$ cat config.mk
export PLATFORM = sky130hd
export DESIGN_NAME = flit_tx_flat
export DESIGN_NICKNAME = d
export VERILOG_FILES = /design/src/rtl/flit_tx_if.sv /design/src/rtl/flit_tx.sv /design/src/flat_wrapper.sv
export SDC_FILE = /design/constraint.sdc
export NUM_CORES = 1
export LEC_CHECK = 0
export ABC_CLOCK_PERIOD_IN_PS = 6950
export CORE_AREA = 2 2 141 143
export DETAILED_ROUTE_END_ITERATION = 8
export DIE_AREA = 0 0 143 145
export GPL_TIMING_DRIVEN = 0
export PLACE_DENSITY_LB_ADDON = 0.15
export SLEW_MARGIN = 20
export SYNTH_ARGS = -nofsm -noshare
export SYNTH_HDL_FRONTEND = slang
export SYNTH_SLANG_ARGS = --single-unit
$ cat constraint.sdc
create_clock -name clk -period 6.95 [get_ports clk]
set_clock_uncertainty 0.15 [all_clocks]
set_input_delay 1.0425 -clock clk [delete_from_list [all_inputs] [get_ports clk]]
set_output_delay 1.0425 -clock clk [all_outputs]
set_load 0.005 [all_outputs]
$ cat src/rtl/flit_tx_if.sv
// Descriptor, payload and arbiter-facing flit signals of one flit_tx port.
// master: the transmitter; slave: the driver/arbiter side.
interface flit_tx_if #(
  parameter int unsigned DATA_W = 32,
  parameter int unsigned DEST_W = 4
);
  logic              pkt_valid;
  logic              pkt_ready;
  logic [11:0]       pkt_len;
  logic [DEST_W-1:0] pkt_dest;
  logic              data_valid;
  logic              data_ready;
  logic [DATA_W-1:0] data_in;
  logic              req;
  logic              grant;
  logic [2:0]        flit_id;
  logic [11:0]       length;
  logic              flit_valid;
  logic [DATA_W-1:0] flit_data;
  logic              err;

  modport master (
    input  pkt_valid, pkt_len, pkt_dest, data_valid, data_in, grant,
    output pkt_ready, data_ready, req, flit_id, length, flit_valid, flit_data, err
  );

  modport slave (
    output pkt_valid, pkt_len, pkt_dest, data_valid, data_in, grant,
    input  pkt_ready, data_ready, req, flit_id, length, flit_valid, flit_data, err
  );
endinterface

$ cat src/rtl/flit_tx.sv
// Per-port packet transmitter: payload FIFO plus header/body/tail FSM toward the arbiter.
// Optional grant-wait watchdog is enabled by defining FLIT_TX_WATCHDOG_EN.
module flit_tx #(
  parameter int unsigned DATA_W     = 32,
  parameter int unsigned DEST_W     = 4,
  parameter int unsigned FIFO_DEPTH = 4,
  parameter int unsigned WD_CYCLES  = 1024
) (
  input logic       clk,
  input logic       rst,
  flit_tx_if.master bus
);
  typedef enum logic [2:0] {StIdle, StReq, StHead, StBody, StTail} state_e;

  localparam int unsigned PtrW    = $clog2(FIFO_DEPTH);
  localparam int unsigned CntW    = PtrW + 1;
  localparam logic [CntW-1:0] CntFull = CntW'(FIFO_DEPTH);
  localparam logic [2:0] IdIdle = 3'b000;
  localparam logic [2:0] IdHead = 3'b001;
  localparam logic [2:0] IdBody = 3'b010;
  localparam logic [2:0] IdTail = 3'b100;

  state_e            state_q, state_d;
  logic [11:0]       len_q, len_d, rem_q, rem_d, len_in;
  logic [DEST_W-1:0] dest_q, dest_d;

  logic [DATA_W-1:0] mem_q [FIFO_DEPTH];
  logic [PtrW-1:0]   wr_ptr_q, rd_ptr_q, rd_ptr_d;
  logic [CntW-1:0]   cnt_q, cnt_d, drop;
  logic              push, pop, flush, emit, wd_fire;

  logic              pkt_ready_q, pkt_ready_d, data_ready_q, req_q, req_d;
  logic              flit_valid_q, flit_valid_d, err_q, err_d;
  logic [2:0]        flit_id_q, flit_id_d;
  logic [11:0]       length_q, length_d;
  logic [DATA_W-1:0] flit_data_q, flit_data_d;

  assign push = bus.data_valid & data_ready_q;

  // On abort, discard only the queued words that belong to the aborted packet.
  always_comb begin
    drop = '0;
    if (flush) drop = (rem_q < 12'(cnt_q)) ? rem_q[CntW-1:0] : cnt_q;
    else if (pop) drop = CntW'(1);
    cnt_d    = cnt_q + CntW'(push) - drop;
    rd_ptr_d = rd_ptr_q + drop[PtrW-1:0];
  end

`ifdef FLIT_TX_WATCHDOG_EN
  localparam int unsigned WdW = ($clog2(WD_CYCLES + 1) > 12) ? $clog2(WD_CYCLES + 1) : 12;
  logic [WdW-1:0] wd_q, wd_d;

  always_comb begin
    wd_d = wd_q;
    if (state_q == StIdle || bus.grant) wd_d = '0;
    else if (state_q == StReq || rem_q != '0) wd_d = wd_q + WdW'(1);
    wd_fire = (wd_d == WdW'(WD_CYCLES));
  end

  always_ff @(posedge clk or negedge rst) begin
    if (!rst) wd_q <= '0;
    else      wd_q <= wd_fire ? '0 : wd_d;
  end
`else
  logic unused_wd;
  assign wd_fire   = 1'b0;
  assign unused_wd = (WD_CYCLES == 0);
`endif

  always_comb begin
    state_d      = state_q;
    len_d        = len_q;
    dest_d       = dest_q;
    rem_d        = rem_q;
    pkt_ready_d  = 1'b0;
    req_d        = 1'b0;
    flit_id_d    = IdIdle;
    length_d     = '0;
    flit_valid_d = 1'b0;
    flit_data_d  = '0;
    err_d        = 1'b0;
    pop          = 1'b0;
    flush        = 1'b0;
    len_in       = (bus.pkt_len < 12'd2) ? 12'd2 : bus.pkt_len;
    emit         = bus.grant && (cnt_q != '0) && (rem_q != '0);
    // Outputs are registered, so each branch computes what the next cycle presents.
    unique case (state_q)
      StIdle: begin
        pkt_ready_d = 1'b1;
        if (bus.pkt_valid && pkt_ready_q) begin
          len_d       = len_in;
          dest_d      = bus.pkt_dest;
          rem_d       = len_in - 12'd1;
          state_d     = StReq;
          pkt_ready_d = 1'b0;
          req_d       = 1'b1;
          flit_id_d   = IdHead;
          length_d    = len_in;
        end
      end
      StReq: begin
        req_d     = 1'b1;
        flit_id_d = IdHead;
        length_d  = len_q;
        if (bus.grant) begin
          state_d      = StHead;
          flit_valid_d = 1'b1;
          flit_data_d  = DATA_W'({dest_q, len_q});
        end
      end
      StHead, StBody, StTail: begin
        if (state_q == StTail && rem_q == '0) begin
          state_d     = StIdle;
          pkt_ready_d = 1'b1;
        end else begin
          req_d     = 1'b1;
          length_d  = len_q;
          state_d   = (rem_q == 12'd1) ? StTail : StBody;
          flit_id_d = (rem_q == 12'd1) ? IdTail : IdBody;
          if (emit) begin
            pop          = 1'b1;
            rem_d        = rem_q - 12'd1;
            flit_valid_d = 1'b1;
            flit_data_d  = mem_q[rd_ptr_q];
          end
        end
      end
      default: state_d = StIdle;
    endcase
    if (wd_fire) begin
      state_d      = StIdle;
      pkt_ready_d  = 1'b1;
      req_d        = 1'b0;
      flit_id_d    = IdIdle;
      length_d     = '0;
      flit_valid_d = 1'b0;
      flit_data_d  = '0;
      err_d        = 1'b1;
      pop          = 1'b0;
      flush        = 1'b1;
      rem_d        = '0;
    end
  end

  always_ff @(posedge clk) begin
    if (push) mem_q[wr_ptr_q] <= bus.data_in;
  end

  always_ff @(posedge clk or negedge rst) begin
    if (!rst) begin
      state_q      <= StIdle;
      len_q        <= '0;
      dest_q       <= '0;
      rem_q        <= '0;
      wr_ptr_q     <= '0;
      rd_ptr_q     <= '0;
      cnt_q        <= '0;
      pkt_ready_q  <= 1'b0;
      data_ready_q <= 1'b0;
      req_q        <= 1'b0;
      flit_id_q    <= IdIdle;
      length_q     <= '0;
      flit_valid_q <= 1'b0;
      flit_data_q  <= '0;
      err_q        <= 1'b0;
    end else begin
      state_q      <= state_d;
      len_q        <= len_d;
      dest_q       <= dest_d;
      rem_q        <= rem_d;
      if (push) wr_ptr_q <= wr_ptr_q + PtrW'(1);
      rd_ptr_q     <= rd_ptr_d;
      cnt_q        <= cnt_d;
      pkt_ready_q  <= pkt_ready_d;
      data_ready_q <= (cnt_d != CntFull);
      req_q        <= req_d;
      flit_id_q    <= flit_id_d;
      length_q     <= length_d;
      flit_valid_q <= flit_valid_d;
      flit_data_q  <= flit_data_d;
      err_q        <= err_d;
    end
  end

  assign bus.pkt_ready  = pkt_ready_q;
  assign bus.data_ready = data_ready_q;
  assign bus.req        = req_q;
  assign bus.flit_id    = flit_id_q;
  assign bus.length     = length_q;
  assign bus.flit_valid = flit_valid_q;
  assign bus.flit_data  = flit_data_q;
  assign bus.err        = err_q;
endmodule

$ cat src/flat_wrapper.sv
// flat-port wrapper written by rule: the top's interface ports become plain ports
module flit_tx_flat 
#(
  parameter int unsigned DATA_W     = 32,
  parameter int unsigned DEST_W     = 4,
  parameter int unsigned FIFO_DEPTH = 4,
  parameter int unsigned WD_CYCLES  = 1024
)
  (clk, rst, bus_pkt_valid, bus_pkt_len, bus_pkt_dest, bus_data_valid, bus_data_in, bus_grant, bus_pkt_ready, bus_data_ready, bus_req, bus_flit_id, bus_length, bus_flit_valid, bus_flit_data, bus_err);
  flit_tx_if #(.DATA_W(DATA_W), .DEST_W(DEST_W)) bus_i ();
  input logic clk;
  input logic rst;
  input wire logic [$bits(bus_i.pkt_valid)-1:0] bus_pkt_valid;
  input wire logic [$bits(bus_i.pkt_len)-1:0] bus_pkt_len;
  input wire logic [$bits(bus_i.pkt_dest)-1:0] bus_pkt_dest;
  input wire logic [$bits(bus_i.data_valid)-1:0] bus_data_valid;
  input wire logic [$bits(bus_i.data_in)-1:0] bus_data_in;
  input wire logic [$bits(bus_i.grant)-1:0] bus_grant;
  output wire logic [$bits(bus_i.pkt_ready)-1:0] bus_pkt_ready;
  output wire logic [$bits(bus_i.data_ready)-1:0] bus_data_ready;
  output wire logic [$bits(bus_i.req)-1:0] bus_req;
  output wire logic [$bits(bus_i.flit_id)-1:0] bus_flit_id;
  output wire logic [$bits(bus_i.length)-1:0] bus_length;
  output wire logic [$bits(bus_i.flit_valid)-1:0] bus_flit_valid;
  output wire logic [$bits(bus_i.flit_data)-1:0] bus_flit_data;
  output wire logic [$bits(bus_i.err)-1:0] bus_err;
  assign bus_i.pkt_valid = bus_pkt_valid;
  assign bus_i.pkt_len = bus_pkt_len;
  assign bus_i.pkt_dest = bus_pkt_dest;
  assign bus_i.data_valid = bus_data_valid;
  assign bus_i.data_in = bus_data_in;
  assign bus_i.grant = bus_grant;
  assign bus_pkt_ready = bus_i.pkt_ready;
  assign bus_data_ready = bus_i.data_ready;
  assign bus_req = bus_i.req;
  assign bus_flit_id = bus_i.flit_id;
  assign bus_length = bus_i.length;
  assign bus_flit_valid = bus_i.flit_valid;
  assign bus_flit_data = bus_i.flit_data;
  assign bus_err = bus_i.err;
  flit_tx #(.DATA_W(DATA_W), .DEST_W(DEST_W), .FIFO_DEPTH(FIFO_DEPTH), .WD_CYCLES(WD_CYCLES)) u_core (.clk(clk), .rst(rst), .bus(bus_i));
endmodule
==> results of run 1 <==
[cell families after synthesis]
| kind of cell | after synthesis | share of synthesized area |
|---|---|---|
| multiplexers | 33 | 0.0858 |
| buffers and inverters | 41 | 0.0211 |
| XOR/XNOR | 9 | 0.00925 |
| AND/OR/NAND/NOR | 142 | 0.0815 |
| AO/OA/AOI/OAI | 85 | 0.0724 |
| adder cells (fa/ha/maj) | 11 | 0.0170 |
| other | 1 | 0.000440 |
| flip-flops | 217 | 0.712 |
[worst reg2reg max path, stage by stage, from the launching register on]
cell and delay, ns:
dfrtp_1 0.41, inv_1 0.13, ha_1 0.25, nor3b_1 0.37, and3_1 0.25, or3_4 0.20, clkinv_4 0.12, buf_2 0.21
ha_1 0.29, inv_1 0.04, ha_1 0.18, fa_1 0.38, xnor2_1 0.18, xnor2_1 0.16, nand2_1 0.07
[metrics by stage]
step | util | cell area, um2
3_3_place_gp | 0.513 | 9850
4_1_cts | 0.563 | 10800
6_report | 0.563 | 10800
2_1_floorplan | - | 8520
3_5_place_dp | 0.520 | 10000
5_1_grt | 0.563 | 10800
[cell usage after synthesis, types with 2 or more instances]
cell type	n
edfxtp_1	128
dfrtp_1	89
nand2_1	63
mux4_2	32
a22o_1	28
clkbuf_1	20
and2_1	18
nor2_1	17
a21oi_1	15
inv_1	11
ha_1	10
o21ai_0	10
nor3_1	9
nand3_1	8
a21o_1	7
and3_1	7
xnor2_1	7
o22ai_1	5
a31oi_1	4
buf_2	4
nor4_1	3
or3_1	3
or4_1	3
a211oi_1	2
buf_4	2
nand2b_1	2
nand4_1	2
nor4_2	2
xor2_1	2
[power by group through the flow]
stage	sequential (W)	combinational [W]	clock, W
after global placement	0.00179	0.00109	0
final	0.00177	0.00114	0.00127
after floorplan	0.00178	0.000661	0
after global routing	0.00179	0.00125	0.00136
after detailed placement	0.00179	0.00116	0
after CTS	0.00177	0.00116	0.00130
[final cells by class]
type	count	area, um2
fillers	1538	8400
flip-flops and latches	217	6070
multi-input cells	281	2270
repair buffers	105	1140
clock buffers	30	653
well taps	265	332
clock inverters	13	155
plain buffers	29	130
inverters	12	50.0
diodes	1	2.50
[flip-flops by register name, summed over array words and instances (netlist names)]
signal / count
u_core.bus.data_ready: 1
u_core.bus.flit_data: 32
u_core.bus.flit_id: 3
u_core.bus.flit_valid: 1
u_core.bus.length: 12
u_core.bus.pkt_ready: 1
u_core.bus.req: 1
u_core.cnt_q: 3
u_core.dest_q: 4
u_core.len_q: 12
u_core.mem_q: 128
u_core.rd_ptr_q: 2
u_core.rem_q: 12
u_core.state_q: 3
u_core.wr_ptr_q: 2
[per-layer routing]
layer  vias to the layer above  global-route usage  routed length, um  part of all wire
met1                      2570               0.251               7840              0.43
met2                       156               0.296               9010              0.49
li1                       2310                   -                  -                 -
met4                         0              0.0510                426             0.023
met3                        33              0.0333               1080             0.059
met5                         -                   0                  0                 0
[worst paths after layout]
| check | endpoint | slack (ns) | cells past startpoint |
|---|---|---|---|
| min in group clk | u_core.dest_q[0] | 0.33 | 2 |
| min reg2reg | u_core.dest_q[0] | 0.33 | 2 |
| max | u_core.rem_q[8] | 2.89 | 10 |
| max in group asynchronous | u_core.rem_q[10] | 5.80 | 2 |
| max reg2reg | u_core.bus.data_ready | 3.43 | 14 |
| min | u_core.bus.flit_data[31] | 0.23 | 1 |
==> results.yml, run 1 <==
setup_path:
  crit_arrival_ns: 4.30
  cp_num_buf_inv: 1
  max_stage_delay_ns: 0.66
  critPathCaptureType: "flop"
  worstPathCellList: "clkdlybuf4s50_1, nor4_1, nand3_1, o21ai_0, ha_1, nor4b_1, nand2_1, xor2_1, o22ai_1, a22o_1"
  cpLargestDelayFamily: "simple AND/OR/NAND/NOR gates"
  path_max_fanout: 6
  r2r-start: "u_core.rem_q[0]"
  worstSetupStartpoint: "bus_pkt_len[8]"
  crit_type: "in2reg"
  worst_setup_path_start_kind: "primary input"
  critPathSlowestCell: "nor4_1"
  crit_required_ns: 7.19
timing:
  rsz0062_at_grt: "false"
  fmax_mhz: 246
  setup_viol: 0
  fin_crit_sh: 0.585
  fin_crit_ns: 4.06
  relSlewSlack: 0.317
  setup_slack_ns: 2.89
  tightest_slew_ns: 1.02
  whs_ns: 0.227
  finalHoldViolCount: 0
  finalMaxSlewViolations: 0
  final.setup.tns_ns: 0
yosys:
  synth-main-ff-cell: "edfxtp_1"
  synthCells: 539
  yosys_warnings: 0
  yosysSeqAreaShare: 0.712
  avgSynthCellArea_um2: 15.8
  synthArstFlopShare: 0.410
  netlist.area_leader.share: 0.451
  syn_nets: 603
  ys_types: 55
  syn-cell-area_um2: 8520
  synthTopCellsByArea: "edfxtp_1 45%, dfrtp_1 26%, mux4_2 8.5%"
  synth_edf_count: 128
  synth-seq-cells: 217
  yosysTopAreaCell: "edfxtp_1"
place:
  io_buffer_count: 100
  gp_congestion: 0.871
  place_ws_ns: 2.45
  hpwl_mm: 12.4
  placed_cells: 909
clock_tree:
  cts.sinks: 217
  clock_latency_ns: 0.51
  htree_levels: 1
  post_cts_buffers: 0
  root_buffer: "clkbuf_16"
  path_clk_slew_ns: 0.06
  cts_hold_buf: 0
  ctsResizeCount: 0
  cts_tree: "built"
  clk_path_buf_depth: 3
  cts_buffers: 24
final_layout:
  layout_commonest_cell: "edfxtp_1"
  syn2layout_area_growth_pct: 26.8
  final_nets: 734
  drive_gt1_frac: 0.138
  most-common-layout-cells: "128 x edfxtp_1, 99 x clkdlybuf4s50_1, 89 x dfrtp_1"
  final_cells: 953
drt:
  num_vias: 5069
  avgRoutedWirePerCell_um: 19.3
  routed_wl_mm: 18.4
  drc: 0
  drt-pass1-iter-count: 5
  ant_nets: 0
  via_per_inst: 5.32
  drt_iter0_drc: 445
die:
  dieWidth_um: 143
  placementRows: 51
  ioPinCount: 105
  start_util: 0.444
  dieHeight_um: 145
  core_um2: 19200
  dieArea_um2: 20700
power_and_ir_drop:
  p_comb_frac: 0.273
  p_sw_w: 0.00116
  p_per_area_nw_per_um2: 387
  seq_power_share: 0.423
  power_frac_clock: 0.304
  intPower_w: 0.00302
  total_power_w: 0.00418
  swShare: 0.278
  p_leak_nw: 4.14
  ir_drop_mv: 0.227
global_routing:
  grt_pass1_wl_mm: 29.3
  grt_pass1_vias: 5292
  grt_usage: 0.181
  grt_start_max_net_pins: 72
  antenna_found_initial: 1
  grt_overflow_total: 0
hold_path:
  hp-class: "in2async"
flow_run:
  cap_violations: 0
run_status:
  status: "finished clean"
No activity file was read; power rests on OpenSTA's default activity.
==> run 2: changes to the inputs <==
ABC_CLOCK_PERIOD_IN_PS = 3300   (was 6950)
clock period = 3.3 ns   (was 6.95 ns; I/O delays follow)
==> results.yml, run 2 (synthesized netlist as in run 1, its figures left out) <==
run_status:
  status: "finished clean"
setup_path:
  worstPathCellList: "buf_6, or3b_1, and2_1, clkbuf_2, or3_4, inv_8, ha_1, inv_1, ha_1, fa_1, xnor2_1, xnor2_1, nand2_1"
  worst_setup_path_start_kind: "flop"
  crit_arrival_ns: 3.48
  critPathSlowestCell: "or3_4"
  critPathCaptureType: "flop"
  path_max_fanout: 19
  crit_type: "reg2reg"
  max_stage_delay_ns: 0.49
  crit_required_ns: 3.54
die:
  core_um2: 19200
  dieWidth_um: 143
  start_util: 0.444
  dieArea_um2: 20700
  placementRows: 51
  ioPinCount: 105
  dieHeight_um: 145
place:
  place_ws_ns: -0.649
  io_buffer_count: 100
  gp_congestion: 0.871
  hpwl_mm: 12.4
  dpl_cell_area_um2: 10000
clock_tree:
  root_buffer: "clkbuf_16"
  cts_tree: "built"
  clock_latency_ns: 0.51
  clk_path_buf_depth: 3
  htree_levels: 1
  post_cts_buffers: 0
  cts.sinks: 217
  cts_buffers: 24
  path_clk_slew_ns: 0.06
drt:
  via_per_inst: 5.33
  drc: 0
  ant_nets: 0
  drt_iter0_drc: 378
  avgRoutedWirePerCell_um: 19.4
  routed_wl_mm: 18.4
  drt-pass1-iter-count: 4
  num_vias: 5081
global_routing:
  grt_pass1_vias: 5315
  grt_pass1_wl_mm: 29.3
  grt_usage: 0.182
  grt_overflow_total: 0
  grt_start_max_net_pins: 72
  antenna_found_initial: 1
final_layout:
  largest-register: "u_core.mem_q"
  layout_commonest_cell: "edfxtp_1"
  drive_gt1_frac: 0.144
  seq_area_um2: 6070
  largest_reg_flops: 128
  final_nets: 734
  multi_input_area_um2: 2320
  most-common-layout-cells: "128 x edfxtp_1, 99 x clkdlybuf4s50_1, 89 x dfrtp_1"
  nFillCells: 1535
  postLayoutCellArea_um2: 10900
  syn2layout_area_growth_pct: 27.4
  finalCoreUtilization: 0.565
timing:
  tightest_slew_ns: 1.04
  relSlewSlack: 0.301
  fin_crit_ns: 3.23
  fin_crit_sh: 0.980
  setup_slack_ns: 0.0667
  setup_viol: 0
  rsz0062_at_grt: "true"
  fmax_mhz: 309
  finalMaxSlewViolations: 0
  finalHoldViolCount: 0
power_and_ir_drop:
  p_per_area_nw_per_um2: 813
  ir_drop_mv: 0.477
  total_power_w: 0.00883
  p_leak_nw: 4.15
hold_path:
  hp-class: "in2reg"
flow_run:
  cap_violations: 0
run 2: critical path: cells and delay by family, from the launching register on:
family / cells / cell delay, ns
xor gates and xnor gates: 2 / 0.34
and+or+nand+nor: 4 / 1.08
DFF: 1 / 0.38
adders and majority gates: 3 / 0.70
buffers and inverters: 4 / 0.48
run 2: per-stage QoR:
| stage | setup TNS (ns) | hold WS (ns) | instances |
|---|---|---|---|
| 2_1_floorplan | 0 | 0.0494 | 539 |
| 3_3_place_gp | -165.08 | 0.319 | 904 |
| 3_5_place_dp | -2.43 | 0.210 | 909 |
| 4_1_cts | 0 | 0.211 | 952 |
| 5_1_grt | -0.0969 | 0.268 | 953 |
| 6_report | 0 | 0.228 | 953 |
run 2: what timing repair did:
| action | in CTS | in global routing |
|---|---|---|
| setup endpoints to repair | 5 | 5 |
| hold endpoints to repair | 18 | 0 |
| resized for setup | 3 | 5 |
| hold buffers | 1 | 0 |
run 2: final timing paths:
| kind | start | to | slack [ns] | cells past startpoint |
|---|---|---|---|---|
| worst max-delay path | u_core.state_q[1] | u_core.bus.data_ready | 0.07 | 13 |
| worst min-delay path | bus_pkt_len[5] | u_core.len_q[5] | 0.23 | 3 |
| worst max register to register | u_core.state_q[1] | u_core.bus.data_ready | 0.07 | 13 |
| worst min register to register | u_core.dest_q[0] | u_core.dest_q[0] | 0.33 | 2 |
| max in group asynchronous | rst | u_core.rem_q[2] | 2.12 | 3 |
| min in group asynchronous | rst | u_core.bus.flit_data[31] | 0.26 | 2 |
run 2: area by class of cell:
class / count / area share
multi-input combinational: 281 / 0.213
clock buffer: 30 / 0.0602
clock inverter: 13 / 0.0143
antenna: 1 / 0.000230
tap: 265 / 0.0305
inverter: 12 / 0.00484
timing repair buffer: 106 / 0.106
sequential: 217 / 0.559
buffer: 28 / 0.0115
run 2: per-layer routing:
metal,part of all wire,vias up,track usage
li1,-,2307,-
met1,0.43,2576,0.250
met2,0.49,166,0.298
met3,0.056,32,0.0330
met4,0.023,0,0.0520
met5,0,-,0
run 2: power by group:
group	switching, W	internal [W]	leakage [nW]
Clock	0.00103	0.00164	0.395
Combinational	0.00119	0.00123	1.43
Sequential	0.000242	0.00350	2.32
